$ cat src/rtl/conv3x3_stream.sv
// conv3x3_stream: streaming 3x3 convolution over a raster-order pixel stream.
// Two line buffers plus a 3x3 window register form the neighbourhood; a
// four-stage pipeline (products, row sums, total, shift/saturate/relu)
// produces one result per completed interior window.
module conv3x3_stream #(
    parameter int DATA_W = 4,
    parameter int COEF_W = 4,
    parameter int IMG_W  = 8,
    parameter int IMG_H  = 8,
    parameter int OUT_W  = 8,
    parameter int SHIFT  = 0
) (
    input  logic                clk,
    input  logic                rst,
    input  logic [DATA_W-1:0]   pix_in,
    input  logic                pix_valid,
    input  logic                coef_wr,
    input  logic [3:0]          coef_addr,
    input  logic [COEF_W-1:0]   coef_data,
    input  logic                relu_en,
    output logic [OUT_W-1:0]    out_data,
    output logic                out_valid,
    output logic                frame_done
);

    // Unsigned pixel times signed coefficient always fits in DATA_W+COEF_W bits.
    localparam int PW   = DATA_W + COEF_W;
    localparam int RW   = PW + 2;
    localparam int SW   = PW + 4;
    localparam int LB   = IMG_W - 1;
    localparam int CW   = $clog2(IMG_W);
    localparam int HW   = $clog2(IMG_H);
    localparam int OMAX = (1 << (OUT_W - 1)) - 1;
    localparam int OMIN = -(1 << (OUT_W - 1));

    logic signed [COEF_W-1:0] coef [0:8];
    logic [CW-1:0]            col_cnt;
    logic [HW-1:0]            row_cnt;
    logic [DATA_W-1:0]        lb1 [0:LB-1];
    logic [DATA_W-1:0]        lb2 [0:LB-1];
    logic [DATA_W-1:0]        win [0:2][0:2];
    logic signed [PW-1:0]     prod [0:8];
    logic signed [RW-1:0]     rsum [0:2];
    logic signed [SW-1:0]     total;
    logic                     v0, v1, v2, v3;
    logic                     l0, l1, l2, l3;
    logic                     win_ok, last_pix;
    logic signed [SW-1:0]     shifted;
    logic signed [31:0]       sh32;
    logic [OUT_W-1:0]         res;

    function automatic logic signed [COEF_W-1:0] cross_val(input int i);
        return (i == 1 || i == 3 || i == 4 || i == 5 || i == 7) ? COEF_W'(1) : '0;
    endfunction

    function automatic logic signed [PW-1:0] mul(input logic [DATA_W-1:0] p,
                                                 input logic signed [COEF_W-1:0] c);
        logic signed [PW-1:0] pe;
        logic signed [PW-1:0] ce;
        pe = PW'($signed({1'b0, p}));
        ce = PW'(c);
        return pe * ce;
    endfunction

    assign win_ok   = (row_cnt >= HW'(2)) && (col_cnt >= CW'(2));
    assign last_pix = (row_cnt == HW'(IMG_H - 1)) && (col_cnt == CW'(IMG_W - 1));

    // Coefficient register file; reset restores the cross kernel.
    always_ff @(posedge clk) begin
        if (rst) begin
            for (int i = 0; i < 9; i++) coef[i] <= cross_val(i);
        end else if (coef_wr) begin
            for (int i = 0; i < 9; i++)
                if (coef_addr == 4'(i)) coef[i] <= coef_data;
        end
    end

    // Raster position of the next pixel to be accepted.
    always_ff @(posedge clk) begin
        if (rst) begin
            col_cnt <= '0;
            row_cnt <= '0;
        end else if (pix_valid) begin
            if (col_cnt == CW'(IMG_W - 1)) begin
                col_cnt <= '0;
                row_cnt <= (row_cnt == HW'(IMG_H - 1)) ? '0 : row_cnt + HW'(1);
            end else begin
                col_cnt <= col_cnt + CW'(1);
            end
        end
    end

    // Window and line buffers; the newest window column enters at index 2.
    always_ff @(posedge clk) begin
        if (rst) begin
            for (int i = 0; i < LB; i++) begin
                lb1[i] <= '0;
                lb2[i] <= '0;
            end
            for (int r = 0; r < 3; r++)
                for (int c = 0; c < 3; c++) win[r][c] <= '0;
        end else if (pix_valid) begin
            for (int r = 0; r < 3; r++) begin
                win[r][0] <= win[r][1];
                win[r][1] <= win[r][2];
            end
            win[2][2] <= pix_in;
            win[1][2] <= lb1[LB-1];
            win[0][2] <= lb2[LB-1];
            lb1[0]    <= win[2][2];
            lb2[0]    <= win[1][2];
            for (int i = 1; i < LB; i++) begin
                lb1[i] <= lb1[i-1];
                lb2[i] <= lb2[i-1];
            end
        end
    end

    // Valid and end-of-frame flags travelling alongside the data pipeline.
    always_ff @(posedge clk) begin
        if (rst) begin
            {v0, v1, v2, v3} <= '0;
            {l0, l1, l2, l3} <= '0;
        end else begin
            v0 <= pix_valid && win_ok;
            l0 <= pix_valid && last_pix;
            v1 <= v0;
            v2 <= v1;
            v3 <= v2;
            l1 <= l0;
            l2 <= l1;
            l3 <= l2;
        end
    end

    // Stages 1-3: products, row sums, total.
    always_ff @(posedge clk) begin
        for (int i = 0; i < 9; i++) prod[i] <= mul(win[i/3][i%3], coef[i]);
        for (int r = 0; r < 3; r++)
            rsum[r] <= RW'(prod[3*r]) + RW'(prod[3*r+1]) + RW'(prod[3*r+2]);
        total <= SW'(rsum[0]) + SW'(rsum[1]) + SW'(rsum[2]);
    end

    // Stage 4 combinational: shift, saturate, optional relu.
    always_comb begin
        shifted = total >>> SHIFT;
        sh32    = 32'(shifted);
        res     = OUT_W'(sh32);
        if (sh32 > OMAX)      res = OUT_W'(OMAX);
        else if (sh32 < OMIN) res = OUT_W'(OMIN);
        if (relu_en && res[OUT_W-1]) res = '0;
    end

    // Output register; data holds between results.
    always_ff @(posedge clk) begin
        if (rst) begin
            out_data   <= '0;
            out_valid  <= 1'b0;
            frame_done <= 1'b0;
        end else begin
            out_valid  <= v3;
            frame_done <= l3;
            if (v3) out_data <= res;
        end
    end

endmodule

$ cat config.mk
export PLATFORM = sky130hd
export DESIGN_NAME = conv3x3_stream
export DESIGN_NICKNAME = d
export VERILOG_FILES = /design/src/rtl/conv3x3_stream.sv
export SDC_FILE = /design/constraint.sdc
export NUM_CORES = 1
export LEC_CHECK = 0
export ABC_AREA = 1
export BUFFER_PORTS_ARGS = -buffer_cell sky130_fd_sc_hd__buf_2
export CELL_PAD_IN_SITES_DETAIL_PLACEMENT = 0
export CELL_PAD_IN_SITES_GLOBAL_PLACEMENT = 1
export CORE_AREA = 2 2 143 201
export CTS_BUF_LIST = sky130_fd_sc_hd__clkbuf_8
export DETAILED_ROUTE_END_ITERATION = 7
export DIE_AREA = 0 0 145 203
export PLACE_DENSITY = 0.81
export RECOVER_POWER = 50
export SLEW_MARGIN = 20
export SYNTH_ARGS = -nofsm -noshare
export SYNTH_HDL_FRONTEND = slang
export SYNTH_SLANG_ARGS = --single-unit
export TNS_END_PERCENT = 10
$ cat constraint.sdc
create_clock -name clk -period 4.2 [get_ports clk]
set_clock_uncertainty 0.2 [all_clocks]
set_input_delay 0.42 -clock clk [delete_from_list [all_inputs] [get_ports clk]]
set_output_delay 0.42 -clock clk [all_outputs]
set_load 0.01 [all_outputs]
==> results.md <==
* Area Growth Syn to Fin at 10.2%
* Power per standard cell area at 627 nW/um^2
* I/O pin cnt at 27
* Buffers on Ports at 26
* Vias at 9221
* Filler instances at 2508
* Clock sink total at 250
* CP required at 4440 ps
* Initial Util at 51.7%
* DRT iter0 DRCs at 268
* Number of global-route vias before repair at 9567
* Antenna cells at 0
* Pin count of the biggest net entering global routing at 42
* Reg area at 6130 sq um
* Grt ovf at 0
* Root buffer cell: clkbuf_8
* Post-Syn Instances at 1509
* Maxcap violations at 1
* Clock Path Buffers at 3
* Failing checks: capacitance limit, slew limit
* CTS Buf Count at 40
* Gr usage total at 18.5%
* Hold Path Class: in2reg
* CP delay by family, top: adder cells
* Avg Cell Area, Syn at 9.42 sq um
* Setup TNS at 0 ps
* Post-CTS Setup Repair Bufs at 0
* Num rows at 72
* TritonRoute pass-1 iters at 4
* Crit path cell chain: inv_1 > or2_2 > fa_1 > fa_1 > inv_1 > fa_1 > ha_1 > fa_1 > a21oi_1 > nor2_1 > nor2_1 > inv_1 > nand2_1 > nand2_1
* Yosys cell types at 32
* Outcome: finished with violations
* Worst skew pair latency at 570 ps
* Mapped cell area at 14200 sq um
* Core area at 27500 sq um
* Seq/Total Area, Yosys at 43.1%
* Unrepaired setup endpoints after global routing: no
* Final Cycle Share at 90.5%
* Slew headroom at -1.05%
* Max incr delay on CP at 540 ps
* Synthesis Warnings at 0
* Post-layout util at 57.0%
* Multi-input logic area at 6730 sq um
* Fmax at 0.263 GHz
* DR WL/cell at 13.0 um
* Die ar. at 29400 sq um
* Vias/cell at 4.67
* Crit path launch type: register
* Die H at 203 um
* H-tree Lvls at 2
* Worst VDD drop at 0.000358 V
* Pre-CTS WS at 388 ps
* Initial antenna violation count at 0
* Crit path time final at 3800 ps
* Worst setup margin at 399 ps
* Worst slew pin tran at 1520 ps
* Clk pin slew, worst setup/hold paths at 60 ps
* #FFs+latches synth at 250
* Critical Path Sink Type: register
* Die width at 145 um
* Syn Nets at 1782
* CTS tree: built
* Layout cells sized above 1 at 5.73%
* Final Hold Viols at 0
* Crit path kind: reg2reg
* Slowest CP cell: fa_1
* Maximum fanout along the worst path at 4
* Setup violations, final at 0
* GP Congestion at 0.815
* Antenna-violating nets left at 0
* WP data arrival at 4040 ps
* First-pass GRT wire length at 43700 um
* CP dominant cell by count: fa_1
* P_leak at 0.00834 uW
* Remaining DRCs at 0
* CP Buf/Inv Count at 3
* Post-Route WL at 25800 um
* # nets final at 1847
* # placed instances at 1896
* Final std cells w/o fill at 1976
* Slew Limit Fails at 30
* Detailed placer's ending HPWL at 20300 um
cell usage in the layout, fill, tap and decap left out, drive strengths merged, types with 2 or more instances in the layout:
cell type / count
nor3: 4
nand2: 308
o21ai: 8
buf: 17
ha: 173
bufinv: 2
xor2: 26
o21a: 5
fa: 83
or2: 12
dfxtp: 138
clkbuf: 60
a21oi: 47
nand4: 9
inv: 357
dlygate4sd3: 6
clkinv: 5
nor2: 150
nand3: 64
edfxtp: 112
xnor2: 14
metal layers:
layer	wire [um]	GRT usage, %	vias up
li1	-	-	4790
met1	10500	20.1	4258
met2	13600	35.5	121
met3	772	3.01	52
met4	979	7.81	0
met5	0	0	-
registers in the layout, summed over array words and instances (netlist names):
signal and cells:
l2 1, v0 1, v2 1, shifted 12, frame_done 1, rsum 30, v3 1, win 31
out_valid 1, coef 36, l1 1, lb2 23, out_data 8, prod 72, col_cnt 3, row_cnt 3
v1 1, lb1 22, l0 1, l3 1
cells by family after synthesis:
group	share of synthesized area (%)
DFF	43.1
AOI/OAI and AO/OA	2.43
and+or+nand+nor	15.7
adders and majority gates	26.9
buffers and inverters	9.43
xor gates and xnor gates	2.47
where the power goes:
part           leakage [uW]  switching, uW  total (uW)  internal [uW]
sequential          0.00234            297        3370           3080
combinational       0.00550           2620        4290           1680
clock              0.000496            962        2160           1200
cells in the mapped netlist, drive strengths merged:
cell | count | share of area (%)
nor3 | 4 | 0.22
nor2 | 150 | 4.0
ha | 173 | 15
or2 | 12 | 0.53
clkinv | 2 | 0.088
a21o | 1 | 0.053
inv | 338 | 8.9
a21oi | 47 | 1.7
nand2 | 308 | 8.2
xnor2 | 14 | 0.86
nand3 | 64 | 2.3
nand4 | 9 | 0.40
o21a | 5 | 0.26
xor2 | 26 | 1.6
clkbuf | 7 | 0.18
a21boi | 1 | 0.053
o21ai | 8 | 0.28
o31ai | 1 | 0.053
fa | 83 | 12
nand3b | 1 | 0.053
buf | 4 | 0.23
dfxtp | 138 | 19
o22ai | 1 | 0.044
edfxtp | 112 | 24
worst paths after layout:
kind	startpoint	end	slack, ps	depth (start not counted)
worst max-delay path	coef[0][3]$_DFFE_PP_	prod[0][7]$_DFF_P_	400	14
worst min-delay path	coef_data[2]	coef[6][2]$_DFFE_PP_	150	3
worst max register to register	coef[0][3]$_DFFE_PP_	prod[0][7]$_DFF_P_	400	14
worst min register to register	l3$_SDFF_PP0_	frame_done$_SDFF_PP0_	200	2
stage by stage:
step                area (sq um)  hold slack (ps)  total power, uW
floorplan                  14200              188             6640
global placement           14800              190             7710
detailed placement         14800              197             7770
CTS                        15700             82.4             9980
global route               15700              137            10800
finish                     15700              146             9830
tightest hold or removal path, delay by kind of cell:
family / cells / cell delay, ps
simple gates: 1 / 140
buf+inv: 2 / 140
layout make-up:
cell class | instances | share of cell area, %
multi-input cells | 908 | 42.9
flip-flops and latches | 250 | 39.1
inverters | 340 | 8.18
clock buffers | 49 | 4.30
well taps | 370 | 2.96
repair buffers | 34 | 1.38
clock inverters | 25 | 1.14
what timing repair did:
item | 4_1_cts | 5_1_grt
hold buffers | 6 | 0
endpoints found under the hold margin | 6 | 0
resized for setup | 0 | 0
(Power assumes the default switching activity.)
